## config.mk

```make
export PLATFORM = sky130hd
export DESIGN_NAME = decode_queue
export DESIGN_NICKNAME = d
export VERILOG_FILES = /design/src/rtl/tomasulo_pkg.sv /design/src/rtl/instr_field_decode.sv /design/src/rtl/decode_queue.sv
export SDC_FILE = /design/constraint.sdc
export NUM_CORES = 1
export LEC_CHECK = 0
export CAP_MARGIN = 20
export CORE_MARGIN = 5
export CORE_UTILIZATION = 50
export DETAILED_ROUTE_END_ITERATION = 10
export PLACE_DENSITY = 0.81
export SYNTH_ARGS = -nofsm -noshare
export SYNTH_HDL_FRONTEND = slang
export SYNTH_SLANG_ARGS = --single-unit
```

## constraint.sdc

```tcl
create_clock -name clk1 -period 9.8 [get_ports clk1]
set_input_delay 0.98 -clock clk1 [delete_from_list [all_inputs] [get_ports clk1]]
set_output_delay 0.98 -clock clk1 [all_outputs]
set_load 0.01 [all_outputs]
```

## src/rtl/tomasulo_pkg.sv

```systemverilog
`default_nettype none
// ============================================================================
// Module  : tomasulo_pkg
// Purpose : Opcode encodings, instruction classes and the decoded-entry type.
// Revision: 1.0
// ============================================================================
package tomasulo_pkg;

    localparam int REG_W = 5;
    localparam int OFF_W = 12;

    localparam logic [6:0] OP_ADD  = 7'b0110011;
    localparam logic [6:0] OP_MUL  = 7'b1100011;
    localparam logic [6:0] OP_LOAD = 7'b0000011;

    typedef enum logic [1:0] {
        CLS_ADD  = 2'd0,
        CLS_MUL  = 2'd1,
        CLS_LOAD = 2'd2
    } instr_class_t;

    typedef struct packed {
        logic [6:0]       opcode;
        logic [6:0]       fun7;
        logic [2:0]       fun3;
        logic [REG_W-1:0] rs1;
        logic [REG_W-1:0] rs2;
        logic [REG_W-1:0] rd;
        logic [OFF_W-1:0] lw_offset;
        instr_class_t     cls;
    } dec_entry_t;

endpackage
`default_nettype wire

```

## src/rtl/instr_field_decode.sv

```systemverilog
`default_nettype none
// ============================================================================
// Module  : instr_field_decode
// Purpose : Combinational split of an RV32 word into dispatch fields + class.
// Revision: 1.0
// ============================================================================
module instr_field_decode
    import tomasulo_pkg::*;
(
    input  logic [31:0] instr,
    output dec_entry_t  entry,
    output logic        illegal
);

    always_comb begin
        entry.opcode    = instr[6:0];
        entry.rd        = instr[11:7];
        entry.fun3      = instr[14:12];
        entry.rs1       = instr[19:15];
        entry.rs2       = instr[24:20];
        entry.fun7      = instr[31:25];
        entry.lw_offset = '0;
        entry.cls       = CLS_ADD;
        illegal         = 1'b0;
        case (instr[6:0])
            OP_ADD:  entry.cls = CLS_ADD;
            OP_MUL:  entry.cls = CLS_MUL;
            OP_LOAD: begin
                // Loads reuse the rs2/fun7 bit positions as the immediate.
                entry.cls       = CLS_LOAD;
                entry.lw_offset = instr[31:20];
                entry.rs2       = '0;
                entry.fun7      = '0;
            end
            default: illegal = 1'b1;
        endcase
    end

endmodule
`default_nettype wire

```

## src/rtl/decode_queue.sv

```systemverilog
`default_nettype none
// ============================================================================
// Module  : decode_queue
// Purpose : Decodes fetched words and buffers them in an in-order show-ahead FIFO.
// Revision: 1.0
// ============================================================================
module decode_queue
    import tomasulo_pkg::*;
#(
    parameter int DEPTH = 8,
    parameter int PC_W  = 32
) (
    input  logic                     clk1,
    input  logic                     rst,
    input  logic                     flush,
    input  logic                     fetch_valid,
    input  logic [31:0]              fetch_instr,
    input  logic [PC_W-1:0]          fetch_pc,
    output logic                     fetch_ready,
    output logic                     dq_valid,
    output logic [6:0]               dq_opcode,
    output logic [6:0]               dq_fun7,
    output logic [2:0]               dq_fun3,
    output logic [REG_W-1:0]         dq_rs1,
    output logic [REG_W-1:0]         dq_rs2,
    output logic [REG_W-1:0]         dq_rd,
    output logic [OFF_W-1:0]         dq_lw_offset,
    output logic [1:0]               dq_class,
    output logic [PC_W-1:0]          dq_pc,
    input  logic                     dis_accept,
    output logic [$clog2(DEPTH):0]   dq_count,
    output logic [7:0]               illegal_cnt
);

    localparam int                 c_ptr_w = $clog2(DEPTH);
    localparam logic [c_ptr_w:0]   c_depth = (c_ptr_w+1)'(DEPTH);

    dec_entry_t          r_mem_entry [DEPTH];
    logic [PC_W-1:0]     r_mem_pc    [DEPTH];
    logic [c_ptr_w-1:0]  r_head;
    logic [c_ptr_w-1:0]  r_tail;
    logic [c_ptr_w:0]    r_count;
    logic [7:0]          r_illegal_cnt;

    dec_entry_t          w_dec;
    logic                w_illegal;
    logic                w_take;
    logic                w_enq;
    logic                w_deq;
    dec_entry_t          w_head;
    logic [PC_W-1:0]     w_head_pc;

    instr_field_decode u_decode (
        .instr   (fetch_instr),
        .entry   (w_dec),
        .illegal (w_illegal)
    );

    assign fetch_ready = (r_count < c_depth);
    assign dq_valid    = (r_count != '0);
    assign w_take      = fetch_valid && fetch_ready && !flush;
    assign w_enq       = w_take && !w_illegal;
    assign w_deq       = dq_valid && dis_accept && !flush;

    always_ff @(posedge clk1) begin
        if (rst) begin
            r_head        <= '0;
            r_tail        <= '0;
            r_count       <= '0;
            r_illegal_cnt <= '0;
        end else if (flush) begin
            r_head  <= '0;
            r_tail  <= '0;
            r_count <= '0;
        end else begin
            if (w_enq) r_tail <= r_tail + c_ptr_w'(1);
            if (w_deq) r_head <= r_head + c_ptr_w'(1);
            case ({w_enq, w_deq})
                2'b10:   r_count <= r_count + (c_ptr_w+1)'(1);
                2'b01:   r_count <= r_count - (c_ptr_w+1)'(1);
                default: r_count <= r_count;
            endcase
            if (w_take && w_illegal && (r_illegal_cnt != 8'hFF))
                r_illegal_cnt <= r_illegal_cnt + 8'd1;
        end
    end

    // Storage needs no reset: occupancy alone decides what is visible.
    always_ff @(posedge clk1) begin
        if (w_enq && !rst) begin
            r_mem_entry[r_tail] <= w_dec;
            r_mem_pc[r_tail]    <= fetch_pc;
        end
    end

    assign w_head    = dq_valid ? r_mem_entry[r_head] : '0;
    assign w_head_pc = dq_valid ? r_mem_pc[r_head]    : '0;

    assign dq_opcode    = w_head.opcode;
    assign dq_fun7      = w_head.fun7;
    assign dq_fun3      = w_head.fun3;
    assign dq_rs1       = w_head.rs1;
    assign dq_rs2       = w_head.rs2;
    assign dq_rd        = w_head.rd;
    assign dq_lw_offset = w_head.lw_offset;
    assign dq_class     = w_head.cls;
    assign dq_pc        = w_head_pc;
    assign dq_count     = r_count;
    assign illegal_cnt  = r_illegal_cnt;

endmodule
`default_nettype wire

```

# --- After elaboration in Yosys (flattened, before gate mapping) ---
# Memories as Yosys holds them, arrays and structs flattened. A register that Yosys moved wholly into a read port is not among the register bits.
# Cells that the tools add are included.
word_totals:
  n_memories: 2
  ram_bits: 624
  out_inout_bits: 92
  wordCells: 48
  in_bits: 69
  reg_bits: 18
memory_table:
  columns: ["memory", "words", "word_bits", "rd", "rd_ports_with_merged_regs", "wr", "line", "text"]
  rows:
  - ["r_mem_entry", 8, 46, 1, 1, 1, "decode_queue.sv:38", "dec_entry_t r_mem_entry [DEPTH];"]
  - ["r_mem_pc", 8, 32, 1, 1, 1, "decode_queue.sv:39", "logic [PC_W-1:0] r_mem_pc [DEPTH];"]
classes:
  muxes: 14
  n_lt_le_gt_ge: 1
  n_bitwise: 1
  n_eq_ne: 6
  n_reduce_logical: 15
  addsub: 5
ops:
  columns: ["op", "n"]
  rows:
  - ["2-to-1 mux 46 bit", 1]
  - ["2-to-1 mux 32 bit", 1]
  - ["2-to-1 mux 12 bit", 1]
  - ["2-to-1 mux 3 bit", 4]
  - ["adder 8 x 1 -> 8 bit (second input constant)", 1]
  - ["logical AND 1 bit", 8]
  - ["!= test 8 bit (second input constant)", 1]
  - ["case mux 4 bit (2 select lines)", 1]
  - ["equality test 7 x 2 -> 1 bit (second input constant)", 1]
  - ["equality test 7 x 6 -> 1 bit (second input constant)", 1]
  - ["equality test 7 bit (second input constant)", 1]
  - ["2-to-1 mux 7 bit", 1]
  - ["adder 3 x 1 -> 3 bit (second input constant)", 2]
  - ["2-to-1 mux 5 bit", 1]
  - ["adder 4 x 1 -> 4 bit (second input constant)", 1]
  - ["< comparator 4 bit (second input constant)", 1]
  - ["case mux 2 bit (2 select lines)", 1]
  - ["nonzero test 4 bit", 1]
  - ["subtractor 4 x 1 -> 4 bit (second input constant)", 1]
  - ["2-to-1 mux 1 bit", 3]
  - ["OR reduction 3 bit", 1]
  - ["equality test 2 x 1 -> 1 bit (second input constant)", 1]
  - ["equality test 2 bit (second input constant)", 1]
  - ["zero test 1 bit", 2]
  - ["other kinds (4)", 4]

# --- Depth between registers and ports, before layout ---
logic_depth:
  depth_word: 7
  mapped_depth: 12
  mapped_depth_nobuf: 11

# --- Cells and area by module ---
# Synthesis repeated with hierarchy kept, for this count alone.
hier_totals:
  hier_cells: 1165
  area_unflattened_um2: 25190.4
modules_own_cells:
  columns: ["module", "seq_area_each_um2", "cells_each", "instances", "area_each_um2"]
  rows:
  - ["decode_queue", 19158.4, 1109, 1, 24756.2]
  - ["instr_field_decode", 0.0, 56, 1, 434.2]

# --- Worst setup path after synthesis ---
# OpenSTA, ideal clock, no wires.
synth_timing:
  kind: "input to register"
  from: "input fetch_instr[2]"
  to: "memory r_mem_entry[0][0] (netlist bit), enable pin"
  setup_time_ns: 0.733
  arrival_ns: 9.950
  cell_stages: 4
  t_required_ns: 9.067
  n_path_buf: 0
  setup_slack_ns: -0.883
  path_cell_list: "nand4bb_1 -> a2111oi_4 -> inv_1 -> nor4b_1"
synth_via:
  elab_chain_cells: 6
  elab_cells_between_ends: 8
  cone_classes: "eq/ne: 3; mux: 2; reduce/logical: 3"
synth_rtl:
  columns: ["item", "line", "text"]
  rows:
  - ["start, declared", "decode_queue.sv:17", "input logic [31:0] fetch_instr,"]
  - ["equality test 7 x 6 -> 1 bit, or another cell as far along", "instr_field_decode.sv:25", "case (instr[6:0])"]
  - ["OR reduction 3 bit (no source line) *", null, null]
  - ["logical AND 1 bit *", "decode_queue.sv:62", "assign w_enq = w_take && !w_illegal;"]
  - ["logical AND 1 bit *", "decode_queue.sv:90", "if (w_enq && !rst) begin"]
  - ["2-to-1 mux 1 bit *", "decode_queue.sv:90", null]
  - ["2-to-1 mux 1 bit (implied by the code) *", "decode_queue.sv:91", "r_mem_entry[r_tail] <= w_dec;"]
  - ["end, declared", "decode_queue.sv:38", null]
# Every way passes the cells marked *; elsewhere a longest branch is shown, timed or not.

==> summary by stage <==
STA
In this run the tightest slew margin relative to its limit is 0.277. The transition time at the pin with the least slew margin is ~1.1 ns. The count of final hold-check violations is 0. For this run, the top clock speed supported by timing is a little under 0.2 GHz.

The final period demand of the worst path is roughly 5 ns. The final-layout setup total negative slack is 0 ns. The final worst-path setup slack is ~4.7 ns. The total count of max-transition violations in the final report is 0. The largest clock skew in the final design is between 0.02 and 0.025 ns. Setup violations remaining at the end of the flow were counted as 0. Setup repair after global routing left no endpoint under its margin. The share of the clock period used by the worst path is 0.523.

Pwr
The net load switching power is 1.02 mW. Of the total power, registers draw 0.557. Of the total power, combinational logic draws 0.013. The total power after layout is ~5.4 mW. Of the total power, the clock network draws 0.430.

The reported leakage power is 8.78 nW. Of the total power, the share spent switching nets is 0.188. The internal power is ~4.4 mW. The power per cell area is between 150 and 200 nW/µm².

The largest vdd supply drop is 0.122 mV.

Clock network
The clock latency reported for the late side of the worst-skew pair is ~0.57 ns. The CTS tree is done. Clock tree synthesis inserted a total of 66 buffers.

For this design, the CTS-stage hold fixing added 0 buffers. The H-tree depth is 3. The maximum count of clock buffers along a single path is 3.

Gates resized during post-CTS repair numbered 0. Clock-pin slew was measured on the worst setup and hold paths at 0.06 ns. The number of post-CTS setup repair buffers is 0.

The number of clock sinks is 645. CTS placed an instance of clkbuf_16 at the clock tree root.

Drt
For this block, the routed nets add up to about 50,000 µm of wire. After detailed routing, the average wire length per cell comes to approximately 25 µm. The detailed-route via count is approximately 12,000. The number of violations reported at the end of detailed-routing iteration 0 is 938.

The number of remaining DRC errors is 0. The number of nets with antenna violations after detailed routing is 0. Using the TritonRoute via totals, the vias-per-cell ratio works out to between 5 and 6.

For this run, the detailed router's first-pass iteration total came to 5.

Placement
The number of port buffers is 160. Routability-driven placement finished with a final weighted congestion of roughly 0.74. The worst setup slack after placement is 4.86 ns. The detailed-placement wirelength estimate is about 27,000 µm.

Yosys
Yosys mapped a number of flops with a built-in enable equal to approximately 620. The post-synthesis average cell area is 21.7 µm². Synthesis inferred around 650 register bits. The number of warning messages in the yosys log is 0. For this run, the register share of the synthesized area comes to 0.771. The leading register cell type out of synthesis is edfxtp_1. The synthesized cell area is between 20,000 and 25,000 µm². The total nets after synthesis is 1,223. The fraction of synthesis flops using an asynchronous set or reset pin is 0. The number of distinct library cell variants in the gate-level netlist after synthesis is a little over 40.

In the synthesized netlist, the number of instances is between 1,000 and 1,500.

Setup path
The cell family with the largest share of critical-path delay is buffers and inverters. The worst setup path is launched from a register. Along the worst path, the maximum fanout reaches 44. The worst setup path is of the reg2out kind. The largest individual stage delay along the critical path comes from the cell dfxtp_4. At the worst endpoint, the required time is between 8 and 9 ns. The endpoint identified for the worst register-to-register timing path is dq_count[2].

The number of buffers and inverters on the critical path is 4. The signal on the critical path passes through buf_4 > buf_4 > buf_16 > mux4_2 > mux2i_1 > nor2_1 > clkdlybuf4s50_1. In this run the critical register-to-register path is launched from dq_count[3]. The worst-case register-to-register setup slack is about 6.2 ns. The kind of end point of the critical path is an output port. Among the stages of the critical path, the cell type that occurs most often is buf_4. The number of cells on the worst reg-to-reg path is 13. On the worst path, the slowest cell contributes a delay of 0.71 ns. For the worst setup path, the data arrival time is between 4 and 5 ns.

Die
The count of boundary I/O pins is between 150 and 200. The total area inside the core boundary comes to roughly 50,000 µm². Measured along the y axis, the die boundary spans about 230 µm. The floorplan row count is slightly above 80. The overall die area is around 54,000 µm².

The starting density of the core is 0.507. The die is 233 µm wide.

Cells and area
The final layout net count is between 1,000 and 1,500. The number of fill cells in the layout is ~3,500. The share of layout cells above drive strength 1 is 0.210. Relative to the synthesized area, the layout overhead comes to 18.2%. The most frequent standard cell in the layout excluding fill and tap cells is edfxtp_1. The area of combinational cells with multiple inputs is between 5000 and 6000 µm². Leaving out fill and tap cells, the most frequent cells in the layout are 624 x edfxtp_1, 160 x clkdlybuf4s50_1, 156 x mux4_2, 89 x nor2_1, 80 x mux2i_1. The repair_antennas step left the layout with diodes totalling 0. The sequential cell area in the final layout is between 15,000 and 20,000 µm².

Global route
After global routing the overflow that remains totals 0. The first-pass GRT wire length is 77,000 µm. The initial antenna violation count came to 0. The global routing's busiest layer is met2. In the global route stage, overall resource usage came out at 0.189. The routing usage on met2 is 0.312. The largest net degree at the start of global routing is 79. For this run, global-route usage on met3 was measured as 0.0370. The number of global-route vias before repair is about 13,000.

The met1 usage in global routing is 0.265.

Hold path
The type of the most critical hold path is reg2reg. The startpoint of the lowest-slack hold path is r_head[1]. The cell depth of the worst min-delay path is 2.

Run
Across the run, the number of max-cap violations was 0.

Run status
The flow ran to the end, and the final reports show no timing, DRC or antenna violations.
==> cell type report <==
| cell class | count | area share |
|---|---|---|
| Clock buffer | 82 | 0.0597 |
| Clock inverter | 35 | 0.00864 |
| Multi-Input combinational cell | 439 | 0.188 |
| Timing Repair Buffer | 187 | 0.0628 |
| Sequential cell | 645 | 0.652 |
| Inverter | 5 | 0.000639 |
| Tap cell | 664 | 0.0283 |
==> Yosys cell counts, types with 5 or more instances <==
| library cell | count | area [µm²] |
|---|---|---|
| o21ai_0 | 6 | 30.0 |
| edfxtp_1 | 624 | 18700 |
| mux4_2 | 156 | 3510 |
| inv_1 | 5 | 18.8 |
| buf_1 | 9 | 33.8 |
| a21oi_1 | 12 | 60.1 |
| nand3_1 | 6 | 30.0 |
| clkbuf_1 | 33 | 124 |
| nor2b_1 | 13 | 81.3 |
| nand2_1 | 9 | 33.8 |
| buf_2 | 17 | 85.1 |
| and2_1 | 12 | 75.1 |
| ha_1 | 6 | 75.1 |
| nor2_1 | 92 | 345 |
| xor2_1 | 5 | 43.8 |
| mux2i_1 | 80 | 801 |
| dfxtp_1 | 21 | 420 |
==> metal layers <==
layer  up-vias  wire length, µm  part of all wire
met3        63             2980             0.059
met5         -                0                 0
met2       367            25500              0.50
met1      6245            21300              0.42
li1       5120                -                 -
met4         0              802             0.016
==> logic make-up (layout without fill, tap and decap cells) <==
logic type,Yosys count,in the layout,synth area share
fa+ha+maj,6,6,0.00302
mux,237,237,0.174
flops,645,645,0.771
xor+xnor,7,7,0.00247
simple gates,160,160,0.0313
buf+inv,64,309,0.0105
compound gates,29,29,0.00795
==> metrics by stage <==
stage	util	hold slack, ns	instance area (µm²)	std cells
5_1_grt	0.599	0.534	29400	2057
6_report	0.599	0.500	29400	2057
4_1_cts	0.598	0.498	29300	2055
3_5_place_dp	0.557	0.484	27300	1938
2_1_floorplan	-	0.454	24900	1148
3_3_place_gp	0.557	0.474	27300	1938
==> how the worst max path moves through the flow <==
stage | from | end | slack (ns) | cells past startpoint
floorplan | fetch_instr[2] | r_mem_entry[1][0] | 1.89 | 4
global placement | register | dq_pc[9] | 4.89 | 6
detailed placement | fetch_instr[2] | r_mem_pc[5][22] | 4.86 | 6
CTS | register | dq_lw_offset[1] | 4.20 | 6
global route | register | dq_pc[14] | 4.25 | 7
finish | register | dq_pc[14] | 4.68 | 7
==> power groups by stage <==
stage                     clock network, mW  logic [mW]  registers, mW
after global placement                    0      0.0684           3.07
final                                  2.33      0.0726           3.01
after floorplan                           0      0.0140           3.07
after detailed placement                  0      0.0723           3.07
after CTS                              2.38      0.0727           3.01
after global routing                   2.50      0.0781           3.01
==> state kept, by name, indices dropped and copies added, names as in the netlist, named ones only <==
signal	count
dq_count	4
r_head	3
r_mem_entry	368
r_mem_pc	256
illegal_cnt	8
r_tail	3
==> worst reg2reg max path, delay by kind of cell (launching register included) <==
family          cells  cell delay [ns]
buf+inv             3             1.28
compound gates      2             0.28
flops               1             0.39
xor+xnor            2             0.26
simple gates        4             0.85
fa+ha+maj           2             0.45
Power figures use the tool's default switching activity.
